File: src/rtl/tone_sequencer.sv
// Note-table tone sequencer: plays (half-period, duration) entries as a square wave on the speaker pin.
// Optional macro SEQ_LOOP_EN: wrap to entry 0 at end of table instead of finishing with a done pulse.
module tone_sequencer #(
    parameter int CLK_HZ    = 50000000,
    parameter int TICK_HZ   = 1000,
    parameter int DEPTH     = 16,
    parameter int PERIOD_W  = 20,
    parameter int DUR_W     = 12,
    parameter int GAP_TICKS = 10,
    localparam int IDX_W    = (DEPTH > 1) ? $clog2(DEPTH) : 1
) (
    input  logic                CLOCK_50,
    input  logic                RESET_N,
    input  logic                start,
    input  logic                stop,
    input  logic                wr_en,
    input  logic [IDX_W-1:0]    wr_addr,
    input  logic [PERIOD_W-1:0] wr_period,
    input  logic [DUR_W-1:0]    wr_dur,
    output logic                speaker,
    output logic                busy,
    output logic                done,
    output logic [IDX_W-1:0]    note_idx,
    output logic [2:0]          state_dbg
);

    localparam int TICK_DIV = CLK_HZ / TICK_HZ;
    localparam int TICK_W   = (TICK_DIV > 1) ? $clog2(TICK_DIV) : 1;
    localparam int GAP_LAST = (GAP_TICKS == 0) ? 0 : GAP_TICKS - 1;
    localparam bit GAP_ONE  = (GAP_TICKS == 0);
    localparam int ENTRY_W  = PERIOD_W + DUR_W;

    typedef enum logic [2:0] {
        S_IDLE  = 3'd0,
        S_FETCH = 3'd1,
        S_PLAY  = 3'd2,
        S_GAP   = 3'd3,
        S_DONE  = 3'd4
    } state_t;

    state_t              state_q, state_d;
    logic [IDX_W-1:0]    idx_q, idx_d;
    logic [PERIOD_W-1:0] period_q, period_d;
    logic [DUR_W-1:0]    dur_q, dur_d;
    logic [PERIOD_W-1:0] half_q, half_d;
    logic [DUR_W-1:0]    cnt_q, cnt_d;
    logic [TICK_W-1:0]   tick_q, tick_d;
    logic                speaker_q, speaker_d;
    logic [ENTRY_W-1:0]  rd_data_q, rd_data_d;

    logic [ENTRY_W-1:0]  mem [DEPTH];
    logic                wr_ok;
    logic                tick;
    logic                gap_end;
    logic [PERIOD_W-1:0] rd_period;
    logic [DUR_W-1:0]    rd_dur;

    assign wr_ok     = wr_en && (state_q == S_IDLE);
    assign rd_period = rd_data_q[ENTRY_W-1:DUR_W];
    assign rd_dur    = rd_data_q[DUR_W-1:0];

    // Read address is the index FETCH will see next cycle; a same-cycle write to it is forwarded.
    always_comb begin
        if (wr_ok && (wr_addr == idx_d)) begin
            rd_data_d = {wr_period, wr_dur};
        end else begin
            rd_data_d = mem[idx_d];
        end
    end

    always_ff @(posedge CLOCK_50) begin
        if (wr_ok) begin
            mem[wr_addr] <= {wr_period, wr_dur};
        end
        rd_data_q <= rd_data_d;
    end

    always_comb begin
        state_d   = state_q;
        idx_d     = idx_q;
        period_d  = period_q;
        dur_d     = dur_q;
        half_d    = half_q;
        cnt_d     = cnt_q;
        tick_d    = tick_q;
        speaker_d = speaker_q;

        tick    = ((state_q == S_PLAY) || (state_q == S_GAP)) && (tick_q == TICK_W'(TICK_DIV - 1));
        gap_end = GAP_ONE || (tick && (cnt_q == DUR_W'(GAP_LAST)));

        if ((state_q == S_PLAY) || (state_q == S_GAP)) begin
            tick_d = tick ? '0 : tick_q + TICK_W'(1);
        end

        case (state_q)
            S_IDLE: begin
                if (start) begin
                    state_d = S_FETCH;
                    idx_d   = '0;
                end
            end
            S_FETCH: begin
                period_d = rd_period;
                dur_d    = rd_dur;
                if (rd_dur == '0) begin
`ifdef SEQ_LOOP_EN
                    // An end marker at entry 0 means an empty table: finish rather than spin.
                    if (idx_q != '0) begin
                        idx_d   = '0;
                        state_d = S_FETCH;
                    end else begin
                        state_d = S_DONE;
                    end
`else
                    state_d = S_DONE;
`endif
                end else begin
                    state_d   = S_PLAY;
                    speaker_d = 1'b0;
                    half_d    = '0;
                    cnt_d     = '0;
                    tick_d    = '0;
                end
            end
            S_PLAY: begin
                if (period_q != '0) begin
                    if (half_q == period_q - PERIOD_W'(1)) begin
                        half_d    = '0;
                        speaker_d = ~speaker_q;
                    end else begin
                        half_d = half_q + PERIOD_W'(1);
                    end
                end
                if (tick) begin
                    if (cnt_q == dur_q - DUR_W'(1)) begin
                        state_d   = S_GAP;
                        speaker_d = 1'b0;
                        cnt_d     = '0;
                        tick_d    = '0;
                    end else begin
                        cnt_d = cnt_q + DUR_W'(1);
                    end
                end
            end
            S_GAP: begin
                speaker_d = 1'b0;
                if (gap_end) begin
                    if (idx_q == IDX_W'(DEPTH - 1)) begin
`ifdef SEQ_LOOP_EN
                        idx_d   = '0;
                        state_d = S_FETCH;
`else
                        state_d = S_DONE;
`endif
                    end else begin
                        idx_d   = idx_q + IDX_W'(1);
                        state_d = S_FETCH;
                    end
                end else if (tick) begin
                    cnt_d = cnt_q + DUR_W'(1);
                end
            end
            S_DONE: begin
                state_d = S_IDLE;
            end
            default: begin
                state_d = S_IDLE;
            end
        endcase

        // Abort wins over every other transition, including a coincident start.
        if (stop && (state_q != S_IDLE)) begin
            state_d   = S_IDLE;
            speaker_d = 1'b0;
        end
    end

    always_ff @(posedge CLOCK_50 or negedge RESET_N) begin
        if (!RESET_N) begin
            state_q   <= S_IDLE;
            idx_q     <= '0;
            period_q  <= '0;
            dur_q     <= '0;
            half_q    <= '0;
            cnt_q     <= '0;
            tick_q    <= '0;
            speaker_q <= 1'b0;
        end else begin
            state_q   <= state_d;
            idx_q     <= idx_d;
            period_q  <= period_d;
            dur_q     <= dur_d;
            half_q    <= half_d;
            cnt_q     <= cnt_d;
            tick_q    <= tick_d;
            speaker_q <= speaker_d;
        end
    end

    assign speaker   = speaker_q;
    assign busy      = (state_q == S_FETCH) || (state_q == S_PLAY) || (state_q == S_GAP);
    assign done      = (state_q == S_DONE);
    assign note_idx  = idx_q;
    assign state_dbg = state_q;

endmodule

File: config.mk
export PLATFORM = sky130hd
export DESIGN_NAME = tone_sequencer
export DESIGN_NICKNAME = d
export VERILOG_FILES = /design/src/rtl/tone_sequencer.sv
export SDC_FILE = /design/constraint.sdc
export NUM_CORES = 1
export LEC_CHECK = 0
export ABC_AREA = 1
export ABC_CLOCK_PERIOD_IN_PS = 3300
export CORE_UTILIZATION = 33
export DETAILED_ROUTE_END_ITERATION = 6
export PLACE_DENSITY = 0.45
export SKIP_LAST_GASP = 1
export SLEW_MARGIN = 25
export SYNTH_ARGS = -nofsm -noshare
export SYNTH_HDL_FRONTEND = slang
export SYNTH_SLANG_ARGS = --single-unit
export TNS_END_PERCENT = 1
File: constraint.sdc
create_clock -name CLOCK_50 -period 3.3 [get_ports CLOCK_50]
set_input_delay 0.66 -clock CLOCK_50 [delete_from_list [all_inputs] [get_ports CLOCK_50]]
set_output_delay 0.66 -clock CLOCK_50 [all_outputs]
set_load 0.1 [all_outputs]
==> flow_summary_export.csv <==
group,metric,value,unit
status,status,"completed",
critical_path,cp.required,3820,ps
drt,avgRoutedWirePerCell,20.6,um
clock_network,cts_resized,0,
timing,hold_viol,0,
floorplan,pin_count,51,
timing,timing.fmax,341,MHz
place,port_buffers,50,
power_and_ir_drop,power.density,624,nW/um^2
global_routing,grt_overflow,0,
drt,drc,0,
drt,via_count,18600,
floorplan,fp.dieW,286,um
clock_network,cts_htree_levels,3,
power_and_ir_drop,total_power,19.3,mW
logic_synthesis,ys_types,46,
global_routing,grt_max_degree,149,
final_layout,syn_to_final_growth,16.5,%
logic_synthesis,synth_top_area_share,57.8,%
timing,finalCritPeriodShare,88.9,%
logic_synthesis,synth-simple-area-share,17.7,%
logic_synthesis,syn_area,26600,sq um
global_routing,antenna_found_initial,2,
critical_path,critPathCaptureType,"flip-flop",
logic_synthesis,synth-xor-area-share,1.78,%
critical_path,crit_path_start_kind,"flip-flop",
power_and_ir_drop,p_comb_share,14.3,%
timing,rsz0062_at_grt,"no",
critical_path,crit_family,"simple AND/OR/NAND/NOR gates",
logic_synthesis,synthMuxAreaShare,0,%
critical_path,crit_slowest_cell,"nand2_1",
floorplan,initial_utilization,33.5,%
timing,worst_pin_slew,997,ps
drt,first_pass_iters,7,
drt,drt-initial-drc-count,1432,
logic_synthesis,synth_edf_count,512,
timing,fin_crit,2930,ps
clock_network,cts_root_buf,"clkbuf_16",
logic_synthesis,async_flop_share,14.6,%
logic_synthesis,syn_nets,2542,
critical_path,crit_top_cell,"nand2_1",
critical_path,path_cells,"inv_4 -> buf_12 -> nor2_1 -> o21ai_0 -> nand3_1 -> nand3_1 -> nand2_1 -> nor2_1 -> nand2_1 -> nor2_2 -> nand2_1 -> nand2_2 -> nand2_4 -> nand2_4 -> nand2_1 -> nor2_1",
critical_path,cp_max_fo,33,
logic_synthesis,avgSynthCellArea,10.7,sq um
logic_synthesis,synth_cells,2494,
logic_synthesis,synth-adder-area-share,0.329,%
drt,wl,75200,um
critical_path,slowest_delay,360,ps
floorplan,dieArea,81700,sq um
global_routing,grtUsageTotal,18.4,%
final_layout,utilization,39.0,%
flow_run,drv_cap,0,
power_and_ir_drop,p_leak,11.3,nW
clock_network,cts_tree,"yes",
critical_path,arrival,3460,ps
logic_synthesis,ys.flop_type,"edfxtp_1",
place,pre_cts_ws,347,ps
floorplan,die_h,286,um
floorplan,core,79400,sq um
drt,vias_per_cell,5.08,
final_layout,instances_no_fill,3654,
power_and_ir_drop,swShare,28.1,%
power_and_ir_drop,switching_power,5.43,mW
place,hpwl,44300,um
power_and_ir_drop,p_int,13.9,mW
place,dp_cells,3529,
clock_network,clock_sinks,604,
worst_hold_path,worst_hold_path_type,"input pin to asynchronous set/reset pin",
logic_synthesis,ys_ff_latch,604,
timing,setup_slack,366,ps
power_and_ir_drop,power_frac_seq,46.2,%
final_layout,final_nets,2599,
logic_synthesis,synth.top_cells.by_area,"edfxtp_1, dfrtp_1, nand2_1",
clock_network,post-cts-setup-buffers,0,
timing,final-setup-viol-count,0,
global_routing,grt_pass1_wl,114000,um
clock_network,clk_pin_slew,60,ps
timing,finClkSkew,24.7,ps
final_layout,fillers,7761,
final_layout,multi_input_area,7770,sq um
logic_synthesis,synth_compound_area_share,8.88,%
timing,tns,0,ps
critical_path,path_class,"flip-flop to flip-flop",
clock_network,cts_hold_buf,0,
logic_synthesis,ys.warnings.count,0,
power_and_ir_drop,clockPowerShare,39.5,%
global_routing,first_global_vias,18100,
drt,ant_nets,0,
clock_network,numCtsBuffers,70,
final_layout,diodes,0,
logic_synthesis,ys_seq_area_share,66.4,%
timing,relSlewSlack,33.6,%
logic_synthesis,synth_top_family_by_area,"simple AND/OR/NAND/NOR gates",
place,gp_congestion,0.842,
clock_network,worst_skew_pair.late_latency,620,ps
logic_synthesis,synth_area_leader_cell,"edfxtp_1",
final_layout,sequential_cell_area,17700,sq um
timing,slew_viol_final,0,
critical_path,critPathBufInv,2,
power_and_ir_drop,ir_worst_vdd,0.000408,V
clock_network,clockBufferDepth,3,
floorplan,rows,103,
final_layout,drive_above_1_share,9.02,%
layout by cell type, fill, tap and decap left out, types with 39 or more instances in the layout:
cell type / Yosys / final
xor2_1: 39 / 39
nand2_1: 465 / 465
edfxtp_1: 512 / 512
o221ai_1: 54 / 54
nand3_1: 208 / 208
clkdlybuf4s50_1: 0 / 39
buf_4: 5 / 55
inv_1: 171 / 170
o21ai_0: 248 / 248
nor2_1: 337 / 320
clkbuf_16: 0 / 73
dfrtp_1: 88 / 88
sequential cells by signal (all words and copies together), names as in the netlist, named ones only:
signal / count
mem: 512
half_q: 20
period_q: 20
tick_q: 16
cnt_q: 12
dur_q: 12
note_idx: 4
state_dbg: 3
speaker: 1
logic make-up (layout without fill, tap and decap cells):
group                    after synthesis  count (layout)
AO/OA/AOI/OAI                        400             400
flip-flops                           604             604
adder cells (fa/ha/maj)                7               7
buffers and inverters                311             421
AND/OR/NAND/NOR                     1118            1118
XOR/XNOR                              54              54
worst paths after layout:
check / startpoint / endpoint / slack, ps / depth (start not counted)
max: flip-flop / tick_q[3] / 370 / 16
min: RESET_N / dur_q[2] / 120 / 1
max reg2reg: flip-flop / tick_q[3] / 370 / 16
min reg2reg: dur_q[11] / dur_q[11] / 530 / 2
max in group asynchronous: RESET_N / period_q[0] / 2510 / 2
min in group CLOCK_50: dur_q[11] / dur_q[11] / 530 / 2
synth_stat cells, types with 13 or more instances:
cell type    n
edfxtp_1   512
nand2_1    465
nor2_1     337
o21ai_0    248
nand3_1    208
inv_1      171
dfrtp_1     88
clkbuf_1    86
o221ai_1    54
xor2_1      39
nand4_1     30
buf_2       28
nor3_1      28
o22ai_1     26
o21ai_1     20
xnor2_1     15
o211ai_1    14
nor2_2      13
metrics by stage:
step / hold WS, ps / area (sq um)
floorplan: 364 / 26600
global placement: 538 / 28700
detailed placement: 523 / 28700
CTS: 129 / 31000
global route: 167 / 31000
finish: 119 / 31000
per-layer routing:
| metal | wire length, um | GRT usage [%] | up-vias |
|---|---|---|---|
| li1 | - | - | 8830 |
| met2 | 34000 | 28.6 | 486 |
| met4 | 1690 | 5.04 | 0 |
| met1 | 36100 | 26.7 | 9140 |
| met5 | 0 | 0 | - |
| met3 | 3430 | 2.81 | 101 |
cell type report:
class,instances,share of cell area (%)
sequential,604,57.0
multi-input combinational,1579,25.1
clock buffer,99,6.38
tap,1050,4.24
timing repair buffer,119,4.21
inverter,177,2.17
clock inverter,26,0.881
power groups by stage:
stage          logic, mW  registers, mW  clock network [mW]
2_1_floorplan       1.87           9.09                   0
4_1_cts             2.78           8.94                7.83
6_report            2.76           8.94                7.63
3_5_place_dp        2.77           9.09                   0
3_3_place_gp        2.74           9.08                   0
5_1_grt             3.10           8.99                8.11
No activity file was read; power rests on OpenSTA's default activity.
